--- src/rtl/mem_arb_pkg.sv ---
// Shared types and sizing for the I/D memory-port arbiter.
package mem_arb_pkg;
    localparam int BLOCK_WORDS = 8;
    localparam int WORD_IDX_W  = $clog2(BLOCK_WORDS);

    typedef enum logic [1:0] {IDLE, FILL, WRITE} state_t;
    typedef enum logic {OWN_I = 1'b0, OWN_D = 1'b1} owner_t;
endpackage

--- src/rtl/mem_arbiter_rr_arb2.sv ---
// Two-requester round-robin arbiter; the last_grant register resets to D,
// so I wins the first tie after reset.
module rr_arb2
    import mem_arb_pkg::*;
(
    input  logic   clk,
    input  logic   rst,
    input  logic   i_req_i,
    input  logic   i_req_d,
    input  logic   i_update,
    output logic   o_grant_valid,
    output owner_t o_grant_id
);
    owner_t r_last_grant;

    always_comb begin
        o_grant_valid = i_req_i | i_req_d;
        if (i_req_i && i_req_d) o_grant_id = (r_last_grant == OWN_D) ? OWN_I : OWN_D;
        else if (i_req_d)       o_grant_id = OWN_D;
        else                    o_grant_id = OWN_I;
    end

    // NOTE: flops use non-blocking <= so every register samples pre-edge values.
    always_ff @(posedge clk) begin
        if (rst)                            r_last_grant <= OWN_D;
        else if (i_update && o_grant_valid) r_last_grant <= o_grant_id;
    end
endmodule

--- src/rtl/mem_arbiter.sv ---
// Shared memory-port controller: arbitrates I/D cache misses, sequences
// 8-word block fills and single-word writes, and streams fill words back.
module mem_arbiter
    import mem_arb_pkg::*;
#(
    parameter int ADDR_WIDTH = 16
) (
    input  logic                  clk,
    input  logic                  rst,
    input  logic                  i_req,
    input  logic [ADDR_WIDTH-1:0] i_addr,
    input  logic                  d_req,
    input  logic                  d_wr,
    input  logic [ADDR_WIDTH-1:0] d_addr,
    input  logic [15:0]           d_wdata,
    output logic                  mem_en,
    output logic                  mem_wr,
    output logic [ADDR_WIDTH-1:0] mem_addr,
    output logic [15:0]           mem_wdata,
    input  logic [15:0]           mem_rdata,
    output logic [15:0]           fill_data,
    output logic [WORD_IDX_W-1:0] fill_word,
    output logic                  i_fill_valid,
    output logic                  d_fill_valid,
    output logic                  i_done,
    output logic                  d_done,
    output logic                  busy
);
    localparam int                    OFF_W     = WORD_IDX_W + 1;  // byte-offset bits inside a block
    localparam logic [WORD_IDX_W-1:0] LAST_WORD = WORD_IDX_W'(BLOCK_WORDS - 1);

    state_t                  r_state;
    owner_t                  r_owner;
    logic [WORD_IDX_W-1:0]   r_cnt;
    logic [ADDR_WIDTH-1:0]   r_addr;
    logic [15:0]             r_wdata;

    logic                    w_grant_valid;
    owner_t                  w_grant_id;
    logic                    w_grant;
    logic [ADDR_WIDTH-1:0]   w_grant_addr;
    logic                    w_last;

    assign w_grant      = (r_state == IDLE) && w_grant_valid;
    assign w_grant_addr = (w_grant_id == OWN_D) ? d_addr : i_addr;
    assign w_last       = (r_cnt == LAST_WORD);

    rr_arb2 u_rr_arb2 (
        .clk           (clk),
        .rst           (rst),
        .i_req_i       (i_req),
        .i_req_d       (d_req),
        .i_update      (w_grant),
        .o_grant_valid (w_grant_valid),
        .o_grant_id    (w_grant_id)
    );

    always_ff @(posedge clk) begin
        if (rst) begin
            r_state <= IDLE;
            r_owner <= OWN_I;
            r_cnt   <= '0;
            r_addr  <= '0;
            r_wdata <= '0;
        end else begin
            case (r_state)
                IDLE: if (w_grant_valid) begin
                    r_owner <= w_grant_id;
                    r_cnt   <= '0;
                    r_addr  <= w_grant_addr & ~ADDR_WIDTH'(1);
                    r_wdata <= d_wdata;
                    r_state <= (w_grant_id == OWN_D && d_wr) ? WRITE : FILL;
                end
                FILL: begin
                    r_cnt <= r_cnt + 1'b1;
                    if (w_last) begin
                        r_cnt   <= '0;
                        r_state <= IDLE;
                    end
                end
                WRITE:   r_state <= IDLE;
                default: r_state <= IDLE;
            endcase
        end
    end

    // Outputs are decoded from state/owner/cnt and forced low while rst is
    // high, so an abandoned transaction never reaches the memory port.
    always_comb begin
        // NOTE: every output gets a default first, so no path can infer a latch.
        mem_en       = 1'b0;
        mem_wr       = 1'b0;
        mem_addr     = '0;
        mem_wdata    = '0;
        fill_data    = '0;
        fill_word    = '0;
        i_fill_valid = 1'b0;
        d_fill_valid = 1'b0;
        i_done       = 1'b0;
        d_done       = 1'b0;
        busy         = (r_state != IDLE) && !rst;
        if (!rst) begin
            case (r_state)
                FILL: begin
                    mem_en       = 1'b1;
                    mem_addr     = {r_addr[ADDR_WIDTH-1:OFF_W], r_cnt, 1'b0};
                    fill_data    = mem_rdata;
                    fill_word    = r_cnt;
                    i_fill_valid = (r_owner == OWN_I);
                    d_fill_valid = (r_owner == OWN_D);
                    i_done       = (r_owner == OWN_I) && w_last;
                    d_done       = (r_owner == OWN_D) && w_last;
                end
                WRITE: begin
                    mem_en    = 1'b1;
                    mem_wr    = 1'b1;
                    mem_addr  = r_addr;
                    mem_wdata = r_wdata;
                    d_done    = 1'b1;
                end
                default: ;
            endcase
        end
    end
endmodule
--- config.mk ---
export PLATFORM = sky130hd
export DESIGN_NAME = mem_arbiter
export DESIGN_NICKNAME = d
export VERILOG_FILES = /design/src/rtl/mem_arb_pkg.sv /design/src/rtl/mem_arbiter_rr_arb2.sv /design/src/rtl/mem_arbiter.sv
export SDC_FILE = /design/constraint.sdc
export NUM_CORES = 1
export LEC_CHECK = 0
export CORE_MARGIN = 4
export CORE_UTILIZATION = 33
export CTS_CLUSTER_SIZE = 24
export DETAILED_ROUTE_END_ITERATION = 8
export PLACE_DENSITY = 0.7
export SYNTH_ARGS = -nofsm -noshare
export SYNTH_HDL_FRONTEND = slang
export SYNTH_SLANG_ARGS = --single-unit
--- constraint.sdc ---
create_clock -name clk -period 3.2 [get_ports clk]
set_input_delay 0.96 -clock clk [delete_from_list [all_inputs] [get_ports clk]]
set_output_delay 0.96 -clock clk [all_outputs]
set_load 0.01 [all_outputs]
==> results.md, run 1 <==
- Status: completed
- DIE WIDTH: between 80 and 90 um
- Fin. max-slew vios: 0
- Critical Path Source: rst
- Top-area cell type share of the netlist area: 0.373
- Post-synth top cells: and2_1 (49), nand2_1 (47), a21oi_1 (38), dfxtp_1 (38), nor2_1 (23)
- Clock Latency Late Sink: around 0.29 ns
- Kind of critical path: input pin to output port
- Worst Path Max Fanout: 6
- Vias/cell: a little under 5
- Minimum clock period: between 3 and 4 ns
- Unrepaired setup endpoints after global routing: no
- Num CTS Buffers: 5
- Die height: 86.6 um
- Postcts setup bufs: 0
- GRT overflow: 0
- CP Data Arrival Time: 2.18 ns
- Drt first pass iters: 4
- Core Box Area: about 6000 sq um
- Synth Net Count: between 300 and 400
- Period utilization: 0.981
- Final setup fails: 0
- Fillcell total: a little under 600
- DR vias: around 2.2k
- Initial drt markers: between 100 and 150
- Final Worst Setup Slack: 0.0604 ns
- CTS tree: done
- Worst r2r src: r_state[1]
- Initial Util: 0.342
- Worst hold path type: register to register
- Final hold violations: 0
- DP HPWL: between 4 and 5 mm
- Area grow syn2layout: 72.7%
- Fmax achieved: 319 MHz
- Cell variety after synth: 31
- Row count: 28
- Final hold slack: 0.450 ns
- Largest family of logic cells by synthesized area: simple AND/OR/NAND/NOR gates
- Area leader, netlist: dfxtp_1
- Sequential area share after synthesis: 0.373
- Synthesis Warnings: 0
- Static Leakage: roughly 1.5 nW
- First-pass GRT wire length: 9.95 mm
- Clk slew on worst S/H paths: 0.08 ns
- Simple logic cell fraction of the synthesized area: 0.325
- Max-Cap Viols: 0
- Post-route ant nets: 0
- Top FF cell, synth: dfxtp_1
- Synth async-reset ratio: 0
- Syn_area_per_cell: between 7 and 8 sq um
- Worst Skew: approximately 0.0076 ns
- Pin count of the biggest net entering global routing: 26
- Drc violations: 0
- NumNets Final: roughly 460
- Wire per inst: about 14 um
- I/O Buffers: roughly 120
- Top-count cell post-synth: and2_1
- Seq cells post-synth: 38
- Pre-CTS setup slack: around 0.0078 ns
- Adder-cell share of the synthesized area: 0.0307
- Global Route Usage Sum: 0.165
- Layout cells sized above 1: 0.0977
- Critical Path RT: 2.24 ns
- Clock Tree Root: clkbuf_8
- Ranking of synthesized cells by area: dfxtp_1 (37%), and2_1 (15%), a21oi_1 (9.3%)
- CP Capture Type: output port
- Xor/xnor share of the synthesized area: 0
- Cell Area, Synth: 2040 sq um
- Synth Area in Compound Gates: 0.225
- Post-synth EDFFs: 0
- Slew margin rel.: 0.641
- Vias in the first global route: 2214
- Hold_sp: r_wdata[10]
- Antenna Cells: 0
- Peak VDD IR: approximately 0.21 mV
- Initial antenna violation count: 0
- Mapped Cells: between 200 and 300
- Worst slew pin tran: ~0.54 ns
- Fraction of synthesized area in multiplexers: 0
- Routed wire length: 6.37 mm
- Power Density: between 300 and 400 nW/um^2
- CP startpoint kind: input pin
- Gpl congestion: between 0.7 and 0.8
- Clock sink count: 38
- H-tree depth: 2
- Clk buf depth: 2
- Die ar.: between 7000 and 8000 sq um
- I/O Pins: about 130
metal layers:
metal  global-route usage  part of all wire  vias up
li1                     -                 -     1119
met5                    0                 0        -
met4               0.0496            0.0071        0
met3               0.0627              0.11        6
met2                0.289              0.48       89
met1                0.184              0.41     1023
state kept, by name (all words and copies together) (netlist names):
signal                  cells
r_wdata                    16
r_addr                     15
r_cnt                       3
r_state                     2
r_owner                     1
u_rr_arb2.r_last_grant      1
worst paths after layout:
check / end / slack, ns / cells after the start
worst max-delay path: mem_addr[5] / 0.06 / 6
worst min-delay path: r_wdata[10] / 0.45 / 2
worst max register to register: r_state[1] / 1.42 / 6
worst min register to register: r_wdata[10] / 0.45 / 2
cell usage in the layout, fill, tap and decap left out, types with 2 or more instances in the layout:
master	count
a211oi_1	7
a211oi_2	8
a21oi_1	38
a22oi_1	4
and2_1	49
buf_4	11
clkbuf_8	5
clkdlybuf4s50_1	112
clkinv_2	2
dfxtp_1	38
dlymetal6s2s_1	9
ha_1	4
inv_1	3
nand2_1	47
nor2_1	22
nor2b_1	3
o21ai_0	5
worst max-delay path: stages:
cell	delay, ns
buf_2	0.14
nand2b_4	0.16
nor2_4	0.14
buf_6	0.13
and2_1	0.12
clkdlybuf4s50_1	0.53
layout make-up:
type                            count  area, sq um  share of cell area
Clock buffer                        5         68.8              0.0195
Multi-Input combinational cell    205         1210               0.342
Clock inverter                      3         40.0              0.0114
Tap cell                           75         93.8              0.0266
Inverter                            3         11.3             0.00320
Timing Repair Buffer              135         1340               0.381
Sequential cell                    38          761               0.216
metrics by stage:
stage,util,area [sq um],total power (W),setup TNS [ns],std cells
6_report,0.591,3520,0.00134,0,464
5_1_grt,0.591,3520,0.00142,0,464
4_1_cts,0.582,3470,0.00135,0,463
3_5_place_dp,0.564,3360,0.000946,0,455
3_3_place_gp,0.564,3360,0.000938,-0.116,455
2_1_floorplan,-,2040,0.000766,0,264
cell families (layout without fill, tap and decap cells):
group | count (synthesis) | in the layout
and+or+nand+nor | 131 | 131
AOI/OAI and AO/OA | 68 | 68
DFF | 38 | 38
buffers and inverters | 21 | 146
adders and majority gates | 5 | 5
other | 1 | 1
where the power goes:
part	leakage [nW]	internal [W]	switching, W
Clock	0.0579	0.000229	0.000173
Sequential	0.314	0.000527	0.0000278
Combinational	1.17	0.000200	0.000186
repair_timing:
item / CTS / global route
setup endpoints to repair: 1 / 33
gates cloned: 0 / 1
hold buffers: 0 / 0
gates resized for setup: 1 / 17
pin swaps: 0 / 0
(Power assumes the default switching activity.)
==> run 2, diff against run 1 <==
--- a/constraint.sdc
+++ b/constraint.sdc
@@ -3,2 +3,2 @@
 set_output_delay 0.96 -clock clk [all_outputs]
-set_load 0.01 [all_outputs]
+set_load 0.005 [all_outputs]
==> run 2 against run 1 <==
Power fell by 1.2%. Clock skew fell by 0.0022 ns. Die area did not move. Register-to-register slack improved by 0.04 ns. Sequential cell count did not move. Non-clock buffer count did not move. Critical path type unchanged. Largest power group unchanged.
==> results.md, run 2 (same netlist as run 1, synthesis figures left out) <==
- Status: completed
- Most frequent cells in the layout: clkdlybuf4s50_1 (121), and2_1 (49), nand2_1 (47), a21oi_1 (38), dfxtp_1 (38)
- Area grow syn2layout: 71.5%
- Minimum clock period: around 3.1 ns
- Die ar.: approximately 7500 sq um
- Placed Area: 3360 sq um
- Clock Tree Root: clkbuf_8
- GRT overflow: 0
- CTS tree: done
- H-tree depth: 2
- Drt first pass iters: 4
- DR vias: ~2.2k
- Initial antenna violation count: 0
- Drc violations: 0
- Worst Path Max Fanout: 6
- Static Leakage: between 1 and 1.5 nW
- CP startpoint kind: input pin
- Routed wire length: 6.13 mm
- Initial Util: 0.342
- Global Route Usage Sum: 0.161
- Crit-path slowest cell: clkdlybuf4s50_1
- Die height: roughly 87 um
- First-pass GRT wire length: ~9.7 mm
- Critical Path RT: approximately 2.2 ns
- Wire per inst: ~13 um
- I/O Pins: 127
- CP Capture Type: output port
- Final setup fails: 0
- Clk buf depth: 2
- Num CTS Buffers: 5
- Worst hold path type: register to register
- Core Box Area: between 5000 and 6000 sq um
- Initial drt markers: 94
- Fmax achieved: 318 MHz
- Largest regs: r_wdata: 16 flops, r_addr: 15 flops, r_cnt: 3 flops
- Largest register by flop count: r_wdata
- Worst Skew: around 0.0054 ns
- Pre-CTS setup slack: between 0.03 and 0.04 ns
- Post-route ant nets: 0
- DIE WIDTH: approximately 87 um
- Layout cells sized above 1: 0.0951
- Antenna Cells: 0
- Unrepaired setup endpoints after global routing: no
- Vias/cell: roughly 4.7
- Row count: 28
- Gpl congestion: about 0.76
- Fillcell total: between 500 and 600
- Clock Latency Late Sink: around 0.29 ns
- Flop-to-flop setup slack: around 1.5 ns
- Clock sink count: 38
- Period utilization: 0.981
- Worst-path cell chain: buf_2 -> nand2b_4 -> nor2_4 -> buf_4 -> and2_1 -> clkdlybuf4s50_1
- Design area: ~3500 sq um
- Fin. max-slew vios: 0
- Vias in the first global route: between 2k and 2.5k
- DP HPWL: between 4 and 5 mm
- Leading cell type in the layout, fill and taps excluded: clkdlybuf4s50_1
- Final Worst Setup Slack: 0.0594 ns
- Setup TNS Final: 0 ns
- Power Density: 379 nW/um^2
- Core Util, Final: 0.587
- CP Data Arrival Time: 2.18 ns
- Pin count of the biggest net entering global routing: 26
- Max-Cap Viols: 0
- Worst slew pin tran: 0.534 ns
- Peak VDD IR: around 0.22 mV
- I/O Buffers: about 120
- Largest register FFs: 16
- Kind of critical path: input pin to output port
- Final hold violations: 0
- Post-CTS Hold Buffers: 0
- Slowest stage delay, CP: approximately 0.50 ns
- NumNets Final: roughly 460
- Clk slew on worst S/H paths: roughly 0.080 ns
- Slew margin rel.: 0.643
==> run 2: cell count changes in the layout (fill, tap and decap cells not counted), sizes merged <==
cell | before | now
clkdlybuf4s50 | 112 | 121
dlygate4sd2 | 1 | 0
dlymetal6s2s | 9 | 1
==> run 2: layout make-up <==
cell class / count / area (sq um) / area share
multi-input combinational: 205 / 1200 / 0.344
clock inverter: 3 / 40.0 / 0.0114
clock buffer: 5 / 68.8 / 0.0197
timing repair buffer: 135 / 1320 / 0.377
sequential: 38 / 761 / 0.218
tap: 75 / 93.8 / 0.0268
inverter: 3 / 11.3 / 0.00322
==> run 2: final timing paths <==
kind | startpoint | to | depth (start not counted)
min reg2reg | r_wdata[10] | r_wdata[10] | 2
max reg2reg | r_state[0] | r_addr[10] | 6
max | rst | mem_addr[8] | 6
min | r_wdata[10] | r_wdata[10] | 2
==> run 2: per-stage QoR <==
stage | instances | hold WS, ns | total power (W)
3_3_place_gp | 455 | 0.437 | 0.000931
3_5_place_dp | 455 | 0.442 | 0.000937
4_1_cts | 463 | 0.454 | 0.00134
5_1_grt | 464 | 0.473 | 0.00141
6_report | 464 | 0.452 | 0.00133
2_1_floorplan | 264 | 0.432 | 0.000759
==> run 2: per-layer routing <==
| metal | routed length [um] | share of wire | GRT usage | vias to the layer above |
|---|---|---|---|---|
| li1 | - | - | - | 1120 |
| met1 | 2610 | 0.42 | 0.186 | 972 |
| met2 | 2910 | 0.47 | 0.275 | 90 |
| met3 | 594 | 0.097 | 0.0656 | 3 |
| met4 | 23 | 0.0038 | 0.0397 | 0 |
| met5 | 0 | 0 | 0 | - |
==> run 2: timing repair <==
action                     in CTS  in global routing
setup buffers                   0                  0
gates resized for setup         0                  7
setup endpoints to repair       0                 31
==> run 2: power breakdown <==
| group | total (W) | internal, W | switching, W |
|---|---|---|---|
| clock network | 0.000397 | 0.000229 | 0.000168 |
| logic | 0.000375 | 0.000199 | 0.000175 |
| registers | 0.000555 | 0.000527 | 0.0000278 |
| total | 0.00133 | 0.000956 | 0.000371 |
==> run 2: worst max-delay path: cells and delay by family <==
kind	cells	cell delay (ns)
AND/OR/NAND/NOR	3	0.44
buffers and inverters	3	0.80
==> run 3, diff against run 2 <==
Settings changed: REMOVE_ABC_BUFFERS from default to 1.
==> run 3 against run 2 <==
Count of clock-buffer cells in the layout stayed put. Design area decreased by 0.25%. Critical path depth unchanged. Die area is the same. Sequential share of layout area is 0.055 points higher. Final cell count fell by 0.22%. Combinational power rose by 2%. Global-route usage barely moved. Sequential power is essentially flat. Via count increased by 2.3%. Power down 6.1%. Worst hold slack lost 0.0018 ns. Critical path type unchanged. Critical endpoint is now mem_addr[11]. Largest cell class unchanged.
==> results.md, run 3 (same netlist as run 1, synthesis figures left out) <==
- Drt first pass iters: 4
- Largest register FFs: 16
- Worst hold path type: register to register
- Post-route ant nets: 0
- Initial drt markers: just under 90
- Routed wire length: 6.30 mm
- DR vias: approximately 2.2k
- Postcts setup bufs: 0
- Power Density: ~360 nW/um^2
- Post-CTS Hold Buffers: 0
- Slew margin rel.: 0.609
- Worst slew pin tran: a little under 0.6 ns
- Num CTS Buffers: 5
- CP startpoint kind: input pin
- GRT overflow: 0
- Largest register by flop count: r_wdata
- Antenna Cells: 0
- Placed cell count: 456
- Vias in the first global route: ~2.1k
- Leading cell type in the layout, fill and taps excluded: clkdlybuf4s50_1
- Clock Tree Root: clkbuf_8
- CTS tree: done
- Layout cells sized above 1: 0.0954
- Unrepaired setup endpoints after global routing: no
- Setup TNS Final: 0 ns
- I/O Pins: about 130
- Initial Util: 0.342
- CP Data Arrival Time: about 2.2 ns
- Die ar.: about 7500 sq um
- Design area: between 3000 and 4000 sq um
- Static Leakage: 1.40 nW
- Status: completed
- Most frequent cells in the layout: clkdlybuf4s50_1 (120), and2_1 (49), nand2_1 (47), a21oi_1 (38), dfxtp_1 (38)
- Max-Cap Viols: 0
- Critical Path RT: roughly 2.2 ns
- DIE WIDTH: roughly 87 um
- Pin count of the biggest net entering global routing: 27
- Row count: 28
- Period utilization: 0.975
- H-tree depth: 2
- Vias/cell: 4.83
- Worst Path Max Fanout: 6
- Final hold violations: 0
- Post-Layout Cell Count: 463
- Area grow syn2layout: 71.0%
- Initial antenna violation count: 0
- Crit-path slowest cell: clkdlybuf4s50_1
- Clk slew on worst S/H paths: ~0.080 ns
- Fin. max-slew vios: 0
- Fillcell total: approximately 570
- Die height: ~87 um
- Global Route Usage Sum: 0.160
- Worst-path cell chain: buf_2 -> nand2b_4 -> nor2_4 -> buf_4 -> and2_1 -> clkdlybuf4s50_1
- Kind of critical path: input pin to output port
- Peak VDD IR: between 0.2 and 0.25 mV
- CP top delay family: buffers and inverters
- Minimum clock period: about 3.1 ns
- Final setup fails: 0
- First-pass GRT wire length: 9.77 mm
- CP Capture Type: output port
- DP HPWL: 4.73 mm
- NumNets Final: 462
- Clk buf depth: 2
- Clock sink count: 38
- Drc violations: 0
- Fmax achieved: ~320 MHz
- Wire per inst: ~14 um
- Largest regs: r_wdata: 16 flops, r_addr: 15 flops, r_cnt: 3 flops
- Gpl congestion: between 0.7 and 0.8
- Slowest stage delay, CP: roughly 0.50 ns
- Worst path bufs/invs: 3
- Clock Latency Late Sink: ~0.28 ns
- Power after layout: about 0.0012 W
- Core Box Area: ~6000 sq um
- Worst Skew: 0.00660 ns
- Placed Area: 3380 sq um
- I/O Buffers: around 120
[run 3: changes by cell type in the layout (fill, tap and decap cells not counted)]
cell             delta
nor2b_2             +1
nor2b_1             -1
buf_12              +1
bufinv_16           -1
buf_4               -2
buf_6               +1
dlymetal6s2s_1      +1
clkdlybuf4s50_1     -1
[run 3: final cells by class]
cell class | count | area [sq um] | share of cell area
Sequential cell | 38 | 761 | 0.218
Tap cell | 75 | 93.8 | 0.0269
Multi-Input combinational cell | 205 | 1210 | 0.346
Clock inverter | 2 | 10.0 | 0.00287
Timing Repair Buffer | 135 | 1340 | 0.383
Inverter | 3 | 11.3 | 0.00323
Clock buffer | 5 | 68.8 | 0.0197
[run 3: through the flow]
stage	setup slack, ns	hold slack (ns)	utilization
floorplan	0.404	0.426	-
global placement	-0.0783	0.437	0.568
finish	0.0785	0.451	0.586
detailed placement	-0.0360	0.442	0.568
CTS	0.0235	0.453	0.581
global route	0.0207	0.473	0.586
[run 3: timing repair]
action | 4_1_cts | 5_1_grt
endpoints found under the setup margin | 12 | 33
hold endpoints to repair | 0 | 0
gates cloned | 0 | 0
resized for setup | 1 | 7
pin swaps | 1 | 0
[run 3: metal layers]
| metal | wire, um | vias to the layer above | track usage |
|---|---|---|---|
| met5 | 0 | - | 0 |
| li1 | - | 1120 | - |
| met2 | 2800 | 97 | 0.264 |
| met3 | 734 | 10 | 0.0637 |
| met4 | 108 | 0 | 0.0510 |
| met1 | 2660 | 1008 | 0.192 |
[run 3: tightest hold or removal path, stage by stage, from the launching register on]
cell and delay [ns]:
dfxtp_1 0.31, nand2_1 0.05, a21oi_1 0.05
[run 3: path summary, 6_finish.rpt]
path                                   from      endpoint  slack, ns  cells after the start
worst max register to register   r_state[0]      r_cnt[0]       1.54                      5
worst max-delay path                    rst  mem_addr[11]       0.08                      6
worst min register to register  r_wdata[10]   r_wdata[10]       0.45                      2
worst min-delay path            r_wdata[10]   r_wdata[10]       0.45                      2
[run 3: where the power goes]
| part | leakage [nW] | internal, W | switching, W |
|---|---|---|---|
| clock network | 0.0438 | 0.000146 | 0.000164 |
| registers | 0.314 | 0.000527 | 0.0000269 |
| logic | 1.04 | 0.000204 | 0.000179 |
